`src/rtl/a2d_intf.sv`:
```
// SPI master for the ADC128S: each nxt request converts channels 0, 4 and 5
// (two 16-bit transactions each) and presents the three 12-bit results with a vld strobe.
module a2d_intf #(
  parameter int SCLK_DIV = 32
) (
  input  logic        clk,
  input  logic        rst,
  input  logic        nxt,
  input  logic        MISO,
  output logic        SS_n,
  output logic        SCLK,
  output logic        MOSI,
  output logic [11:0] lft_ld,
  output logic [11:0] rght_ld,
  output logic [11:0] batt,
  output logic        vld,
  output logic        busy
);

  localparam int H  = SCLK_DIV / 2;
  localparam int DW = $clog2(SCLK_DIV);
  localparam logic [DW-1:0] DIV_LAST = DW'(H - 1);

  typedef enum logic [2:0] {IDLE, FRONT, SHIFT, BACK, GAP} state_t;

  state_t        state_q, state_d;
  logic [DW-1:0] div_q, div_d;
  logic [3:0]    bit_cnt_q, bit_cnt_d;
  logic [2:0]    idx_q, idx_d;
  logic [15:0]   tx_q, tx_d;
  logic [11:0]   rx_q, rx_d;
  logic [11:0]   lft_stage_q, lft_stage_d;
  logic [11:0]   rght_stage_q, rght_stage_d;
  logic [11:0]   lft_ld_q, lft_ld_d;
  logic [11:0]   rght_ld_q, rght_ld_d;
  logic [11:0]   batt_q, batt_d;
  logic          ss_n_q, ss_n_d;
  logic          sclk_q, sclk_d;
  logic          vld_q, vld_d;
  logic          phase_end;
  logic [2:0]    idx_inc;

  function automatic logic [15:0] cmd_word(input logic [1:0] pair);
    logic [2:0] ch;
    case (pair)
      2'd0:    ch = 3'd0;
      2'd1:    ch = 3'd4;
      default: ch = 3'd5;
    endcase
    return {2'b00, ch, 11'h000};
  endfunction

  assign phase_end = (div_q == DIV_LAST);
  assign idx_inc   = idx_q + 3'd1;

  always_comb begin
    state_d      = state_q;
    div_d        = '0;
    bit_cnt_d    = bit_cnt_q;
    idx_d        = idx_q;
    tx_d         = tx_q;
    rx_d         = rx_q;
    lft_stage_d  = lft_stage_q;
    rght_stage_d = rght_stage_q;
    lft_ld_d     = lft_ld_q;
    rght_ld_d    = rght_ld_q;
    batt_d       = batt_q;
    ss_n_d       = ss_n_q;
    sclk_d       = sclk_q;
    vld_d        = 1'b0;

    if (state_q != IDLE) begin
      div_d = phase_end ? '0 : div_q + DW'(1);
    end

    case (state_q)
      IDLE: begin
        ss_n_d = 1'b1;
        sclk_d = 1'b1;
        if (nxt) begin
          state_d   = FRONT;
          ss_n_d    = 1'b0;
          idx_d     = 3'd0;
          bit_cnt_d = 4'd0;
          tx_d      = cmd_word(2'd0);
        end
      end
      FRONT: begin
        if (phase_end) begin
          state_d = SHIFT;
          sclk_d  = 1'b0;
        end
      end
      SHIFT: begin
        if (phase_end) begin
          if (!sclk_q) begin
            // Only 12 RX bits are kept: the upper nibble shifts out the top.
            sclk_d    = 1'b1;
            rx_d      = {rx_q[10:0], MISO};
            bit_cnt_d = bit_cnt_q + 4'd1;
          end else if (bit_cnt_q == 4'd0) begin
            state_d = BACK;
          end else begin
            sclk_d = 1'b0;
            tx_d   = {tx_q[14:0], 1'b0};
          end
        end
      end
      BACK: begin
        if (phase_end) begin
          if (idx_q[0]) begin
            case (idx_q[2:1])
              2'd0:    lft_stage_d  = rx_q;
              2'd1:    rght_stage_d = rx_q;
              default: ;
            endcase
          end
          ss_n_d = 1'b1;
          if (idx_q == 3'd5) begin
            // The battery result is taken straight from RX as its staging slot is this cycle.
            state_d   = IDLE;
            vld_d     = 1'b1;
            lft_ld_d  = lft_stage_q;
            rght_ld_d = rght_stage_q;
            batt_d    = rx_q;
          end else begin
            state_d = GAP;
          end
        end
      end
      GAP: begin
        if (phase_end) begin
          state_d = FRONT;
          ss_n_d  = 1'b0;
          idx_d   = idx_inc;
          tx_d    = cmd_word(idx_inc[2:1]);
        end
      end
      default: state_d = IDLE;
    endcase
  end

  always_ff @(posedge clk) begin
    if (rst) begin
      state_q      <= IDLE;
      div_q        <= '0;
      bit_cnt_q    <= '0;
      idx_q        <= '0;
      tx_q         <= '0;
      rx_q         <= '0;
      lft_stage_q  <= '0;
      rght_stage_q <= '0;
      lft_ld_q     <= '0;
      rght_ld_q    <= '0;
      batt_q       <= '0;
      ss_n_q       <= 1'b1;
      sclk_q       <= 1'b1;
      vld_q        <= 1'b0;
    end else begin
      state_q      <= state_d;
      div_q        <= div_d;
      bit_cnt_q    <= bit_cnt_d;
      idx_q        <= idx_d;
      tx_q         <= tx_d;
      rx_q         <= rx_d;
      lft_stage_q  <= lft_stage_d;
      rght_stage_q <= rght_stage_d;
      lft_ld_q     <= lft_ld_d;
      rght_ld_q    <= rght_ld_d;
      batt_q       <= batt_d;
      ss_n_q       <= ss_n_d;
      sclk_q       <= sclk_d;
      vld_q        <= vld_d;
    end
  end

  assign SS_n    = ss_n_q;
  assign SCLK    = sclk_q;
  assign MOSI    = tx_q[15];
  assign lft_ld  = lft_ld_q;
  assign rght_ld = rght_ld_q;
  assign batt    = batt_q;
  assign vld     = vld_q;
  assign busy    = (state_q != IDLE);

endmodule

```
`config.mk`:
```
export PLATFORM = sky130hd
export DESIGN_NAME = a2d_intf
export DESIGN_NICKNAME = d
export VERILOG_FILES = /design/src/rtl/a2d_intf.sv
export SDC_FILE = /design/constraint.sdc
export NUM_CORES = 1
export LEC_CHECK = 0
export BUFFER_PORTS_ARGS = -buffer_cell sky130_fd_sc_hd__buf_2
export CAP_MARGIN = 20
export CORE_ASPECT_RATIO = 0.75
export CORE_MARGIN = 5
export CORE_UTILIZATION = 39
export DETAILED_ROUTE_END_ITERATION = 10
export GPL_TIMING_DRIVEN = 0
export HOLD_SLACK_MARGIN = 0.03
export SLEW_MARGIN = 20
export SYNTH_ARGS = -nofsm -noshare
export SYNTH_HDL_FRONTEND = slang
export SYNTH_SLANG_ARGS = --single-unit
```
`constraint.sdc`:
```
create_clock -name clk -period 2.5 [get_ports clk]
set_input_delay 0.25 -clock clk [delete_from_list [all_inputs] [get_ports clk]]
set_output_delay 0.25 -clock clk [all_outputs]
set_load 0.02 [all_outputs]
```
# Yosys cells after proc, flatten, opt, wreduce, memory -nomap -nowiden
# Index checks and enable logic that the tools add are counted.
# word_totals
in_bits	4
wordCells	92
output_inout_bits	41
reg_bits	106
# classes
n_reduce_logical	22
n_bitwise	4
mux	32
eq_ne	17
add_sub_neg	3
# op_table
cell	n
$mux W16	5
$pmux W16 S3	1
$mux W3	10
$ne A2 B2 Y1 const B	9
$pmux W3 S5	1
$reduce_and A3 Y1	5
$mux W4	3
$pmux W3 S2	2
$reduce_and A4 Y1	3
$reduce_bool A3 Y1	4
$pmux W4 S2	1
$mux W1	7
$reduce_and A7 Y1	1
$eq A3 B2 Y1 const B	2
$eq A3 B3 Y1 const B	2
$pmux W1 S3	2
$reduce_and A6 Y1	1
$reduce_or A3 Y1	2
$add A5 B1 Y5 const B	1
$eq A5 B4 Y1 const B	1
$add A4 B1 Y4 const B	1
$eq A2 B1 Y1 const B	2
$logic_not A2 Y1	2
$logic_not A4 Y1	1
other kinds (5)	9

# Depth between registers and ports, before layout
# logic_depth
depth_word	5
depth_mapped	9
mapped_depth_nobuf	7

# Worst setup path after synthesis
# OpenSTA, ideal clock, no wires.
# synth_path
path_kind	flip-flop to flip-flop
startpoint	register div_q[0]
endpoint	register tx_q[11]
n_path_buf	1
period_less_slack_ps	2122
t_arrival_ps	2051
setup_slack_ps	378
stages_incl_launch_ff	9
path_cell_list	dfxtp_1 ha_1 and3_1 ha_1 clkbuf_1 nand2_1 o32a_1 or4_1 a21oi_1
# synth_between
elab_chain_cells	3
# synth_lines
element	line	source
start, declared	27	logic [DW-1:0] div_q, div_d;
start signal, assigned	161	div_q <= div_d;
$eq A5 B4 Y1 (*)	53	assign phase_end = (div_q == DIV_LAST);
$ne A2 B2 Y1 (no source line)	--	
$reduce_and A6 Y1 (no source line) (*)	--	
end signal, assigned	164	tx_q <= tx_d;
end, declared	30	logic [15:0] tx_q, tx_d;
# Mark *: on every way between the ends. The rest lies on a longest branch, timed or not.
# A chain may end at the register's enable or synchronous reset.

# Worst setup path in the final report
# Ends and elaborated chain as after synthesis.

==> metrics.txt <==
area fraction in compound gates after synthesis 0.108; post-detailed-route wirelength per cell 13.8 um; core box area 9120 um2; sequential-to-total area share from yosys stat 0.516; clock tree from TritonCTS built; #FFs+latches synth 95; setup repair after global routing missed its margin no; Max Buffers Root-to-Sink 2; non-filler cells in the finished layout 603; number of distinct library cells after synthesis 43; nature of the critical path endpoint register; Register-to-Register Setup Slack 0.13 ns; crit path time final 2.37 ns; vias after detailed routing 2911; worst clock skew on the final layout 0.00791 ns; proportion of power drawn by flip-flops and latches 0.510; cell seen most often among critical-path stages sky130_fd_sc_hd__ha_1; Max-cap violations 0; part of the cycle the worst path needs 0.949; nets 481; netlist area before placement 3690 um2; global-route wire length before repair 13.7 mm; Die Footprint 11500 um2; largest net degree at the start of global routing 17; dominant combinational cell family by area after synthesis simple AND/OR/NAND/NOR gates; DP Wirelength 6.04 mm; Sw Ratio 0.215; global-route congestion overflow total 0; wire length reported by the detailed router 8.34 mm; crit path DAT 2.64 ns; worst-skew pair later-pin latency 0.34 ns; Peak Freq 421 MHz; buffers added on ports 43; most area-consuming cells after synthesis sky130_fd_sc_hd__dfxtp_1, sky130_fd_sc_hd__mux2i_1, sky130_fd_sc_hd__nand2_1, sky130_fd_sc_hd__a21oi_1, sky130_fd_sc_hd__nor2_1; simple-gate share of the synthesized area 0.189; number of buffers added by the clock tree synthesis step 9; most frequent standard cell in the layout excluding fill and tap cells sky130_fd_sc_hd__dfxtp_1; initial core utilization 0.404; Iteration-0 DRC Markers 187; kind of critical path register to register; total of endpoints with negative setup slack in the final report 0; Yosys top cell by area sky130_fd_sc_hd__dfxtp_1; arithmetic-cell share of the synthesized area counting full adders, half adders and majority gates 0.0265; count of unresolved DRC violations after routing 0; count of mapped cells out of synthesis 415; RePlAce Congestion 0.824; final antenna-violating net count 0; Leakage Power 1.84 nW; portion of netlist area occupied by mux cells 0.103; Clock Pin Slew Worst Setup and Hold Paths 0.06 ns; Die Span Y 94.2 um; cell-internal power 0.00235 W; hold violation total from the final report 0; Startpoint Class register; crit-path max FO 9; number of H-tree branching levels 3; count of pins on the block boundary 45; share of post-route cells with drive strength above 1 0.154; total of hold buffers inserted after clock tree synthesis 0; peak supply drop 0.392 mV; Mean Syn Cell Area 8.88 um2; final count of pins violating max slew 0; power share of the combinational group 0.029; cell breakdown of the critical path ha_1, and3_1, ha_1, nand2_1, o32a_1, or4_1, a21oi_1; Setup TNS Final 0 ns; Diodes inserted 0; slowest stage delay, CP 0.56 ns; vias per cell 4.83; Hold/Removal Path Class input pin to register; # placed instances 586; critical path required time 2.77 ns; CTS Root Cell sky130_fd_sc_hd__clkbuf_16; slew at the pin closest to its max-slew limit 0.544 ns; P&R area growth vs syn 19.1%; clock network power share 0.461; post-synthesis share of cell area spent on xor and xnor gates 0.0166; leading cell types in the layout, fill and taps excluded sky130_fd_sc_hd__dfxtp_1, sky130_fd_sc_hd__nand2_1, sky130_fd_sc_hd__nor2_1, sky130_fd_sc_hd__buf_2, sky130_fd_sc_hd__a21oi_1; via count of the first global-routing pass 2733; antenna violations before repair 0; net count of the mapped netlist 426; remaining max-slew budget at the tightest pin 0.636; number of rows in the core area 30; top cell type's share of synthesized area 0.516; overall routing resource usage 0.156; die extent in x 122 um; count of TritonRoute iterations in the first routing pass 4; warnings from Yosys 0; TritonCTS sink count 95; crit path max-delay cell type sky130_fd_sc_hd__or4_1; status finished, final reports clean; net switching power figure 0.000644 W; total power density per cell area 682 nW/um2
## cell usage after synthesis
library cell,number
sky130_fd_sc_hd__and4_1,2
sky130_fd_sc_hd__mux2i_1,38
sky130_fd_sc_hd__nor2b_1,3
sky130_fd_sc_hd__or3_1,1
sky130_fd_sc_hd__xnor2_1,4
sky130_fd_sc_hd__o32ai_1,1
sky130_fd_sc_hd__o21ai_0,11
sky130_fd_sc_hd__dfxtp_1,95
sky130_fd_sc_hd__or4_1,2
sky130_fd_sc_hd__nand2b_2,1
sky130_fd_sc_hd__nor4_2,1
sky130_fd_sc_hd__or4b_2,1
sky130_fd_sc_hd__buf_4,1
sky130_fd_sc_hd__a211oi_1,1
sky130_fd_sc_hd__a31o_2,1
sky130_fd_sc_hd__nor2_1,52
sky130_fd_sc_hd__nand2b_1,2
sky130_fd_sc_hd__maj3_1,1
sky130_fd_sc_hd__o211ai_1,2
sky130_fd_sc_hd__xor2_1,3
sky130_fd_sc_hd__and2_1,1
sky130_fd_sc_hd__inv_1,10
sky130_fd_sc_hd__a22oi_1,1
sky130_fd_sc_hd__nor3_1,3
sky130_fd_sc_hd__a211o_1,1
sky130_fd_sc_hd__clkbuf_1,19
sky130_fd_sc_hd__a32oi_1,1
sky130_fd_sc_hd__and3b_1,1
sky130_fd_sc_hd__nand2_1,76
sky130_fd_sc_hd__and3_1,2
sky130_fd_sc_hd__a31oi_1,1
sky130_fd_sc_hd__nor4b_1,1
sky130_fd_sc_hd__buf_1,1
sky130_fd_sc_hd__or3b_2,1
sky130_fd_sc_hd__ha_1,7
sky130_fd_sc_hd__buf_2,6
sky130_fd_sc_hd__nor3b_1,2
sky130_fd_sc_hd__a21o_1,1
sky130_fd_sc_hd__o32a_1,2
sky130_fd_sc_hd__o311ai_0,1
sky130_fd_sc_hd__a21oi_1,47
sky130_fd_sc_hd__nand4_1,4
sky130_fd_sc_hd__nand3_1,3
## cell type report
class | count | area (um2)
Fill cell | 913 | 4730
Sequential cell | 95 | 1900
Multi-Input combinational cell | 283 | 1640
Clock buffer | 10 | 239
Timing Repair Buffer | 45 | 230
Tap cell | 128 | 160
Buffer | 26 | 109
Clock inverter | 6 | 68.8
Inverter | 10 | 37.5
## worst max-delay path: cells and delay by family (launching register included)
family	cells	cell delay [ns]
AND/OR/NAND/NOR	3	0.88
AO/OA/AOI/OAI	2	0.54
adder cells (fa/ha/maj)	2	0.53
flip-flops	1	0.36
## registers in the layout, summed over array words and instances, names as in the netlist
register      cells
rght_ld          12
batt             12
rght_stage_q     12
state_q           3
idx_q             3
rx_q             12
bit_cnt_q         4
lft_ld           12
tx_q              5
SCLK              1
vld               1
div_q             5
SS_n              1
lft_stage_q      12
## final timing paths
path | from | end | depth (start not counted)
setup / recovery | div_q[0] | tx_q[11] | 7
hold / removal | MISO | rx_q[0] | 3
setup reg to reg | div_q[0] | tx_q[11] | 7
hold reg to reg | rght_ld[2] | rght_ld[2] | 2
## stage by stage
step / hold WS [ns] / utilization / area (um2) / setup slack (ns) / power, W
global placement: 0.431 / 0.445 / 4060 / 0.0848 / 0.00165
detailed placement: 0.442 / 0.445 / 4060 / 0.0426 / 0.00165
floorplan: 0.394 / - / 3690 / 0.378 / 0.00162
CTS: 0.148 / 0.479 / 4370 / 0.0174 / 0.00303
global route: 0.168 / 0.481 / 4390 / 0.0360 / 0.00311
finish: 0.160 / 0.481 / 4390 / 0.127 / 0.00300
## routing by layer
layer,vias up,GRT usage,share of wire
met2,46,0.220,0.41
met3,7,0.0554,0.051
met4,0,0.0447,0.0088
met5,-,0,0
li1,1510,-,-
met1,1348,0.221,0.53
## logic make-up after synthesis
logic type / Yosys count
DFF: 95
and+or+nand+nor: 159
muxes: 38
AOI/OAI and AO/OA: 71
buffers and inverters: 37
adders and majority gates: 8
xor gates and xnor gates: 7
## power groups by stage
stage               Clock (W)  Sequential [W]  Combinational, W
floorplan                   0         0.00156         0.0000582
global placement            0         0.00156         0.0000871
detailed placement          0         0.00156         0.0000876
CTS                   0.00141         0.00153         0.0000880
global route          0.00148         0.00153         0.0000996
finish                0.00138         0.00153         0.0000870
## what timing repair did
action,4_1_cts,5_1_grt
resized for setup,0,1
setup buffers,0,2
setup endpoints to repair,0,35
No activity file was read; power rests on OpenSTA's default activity.
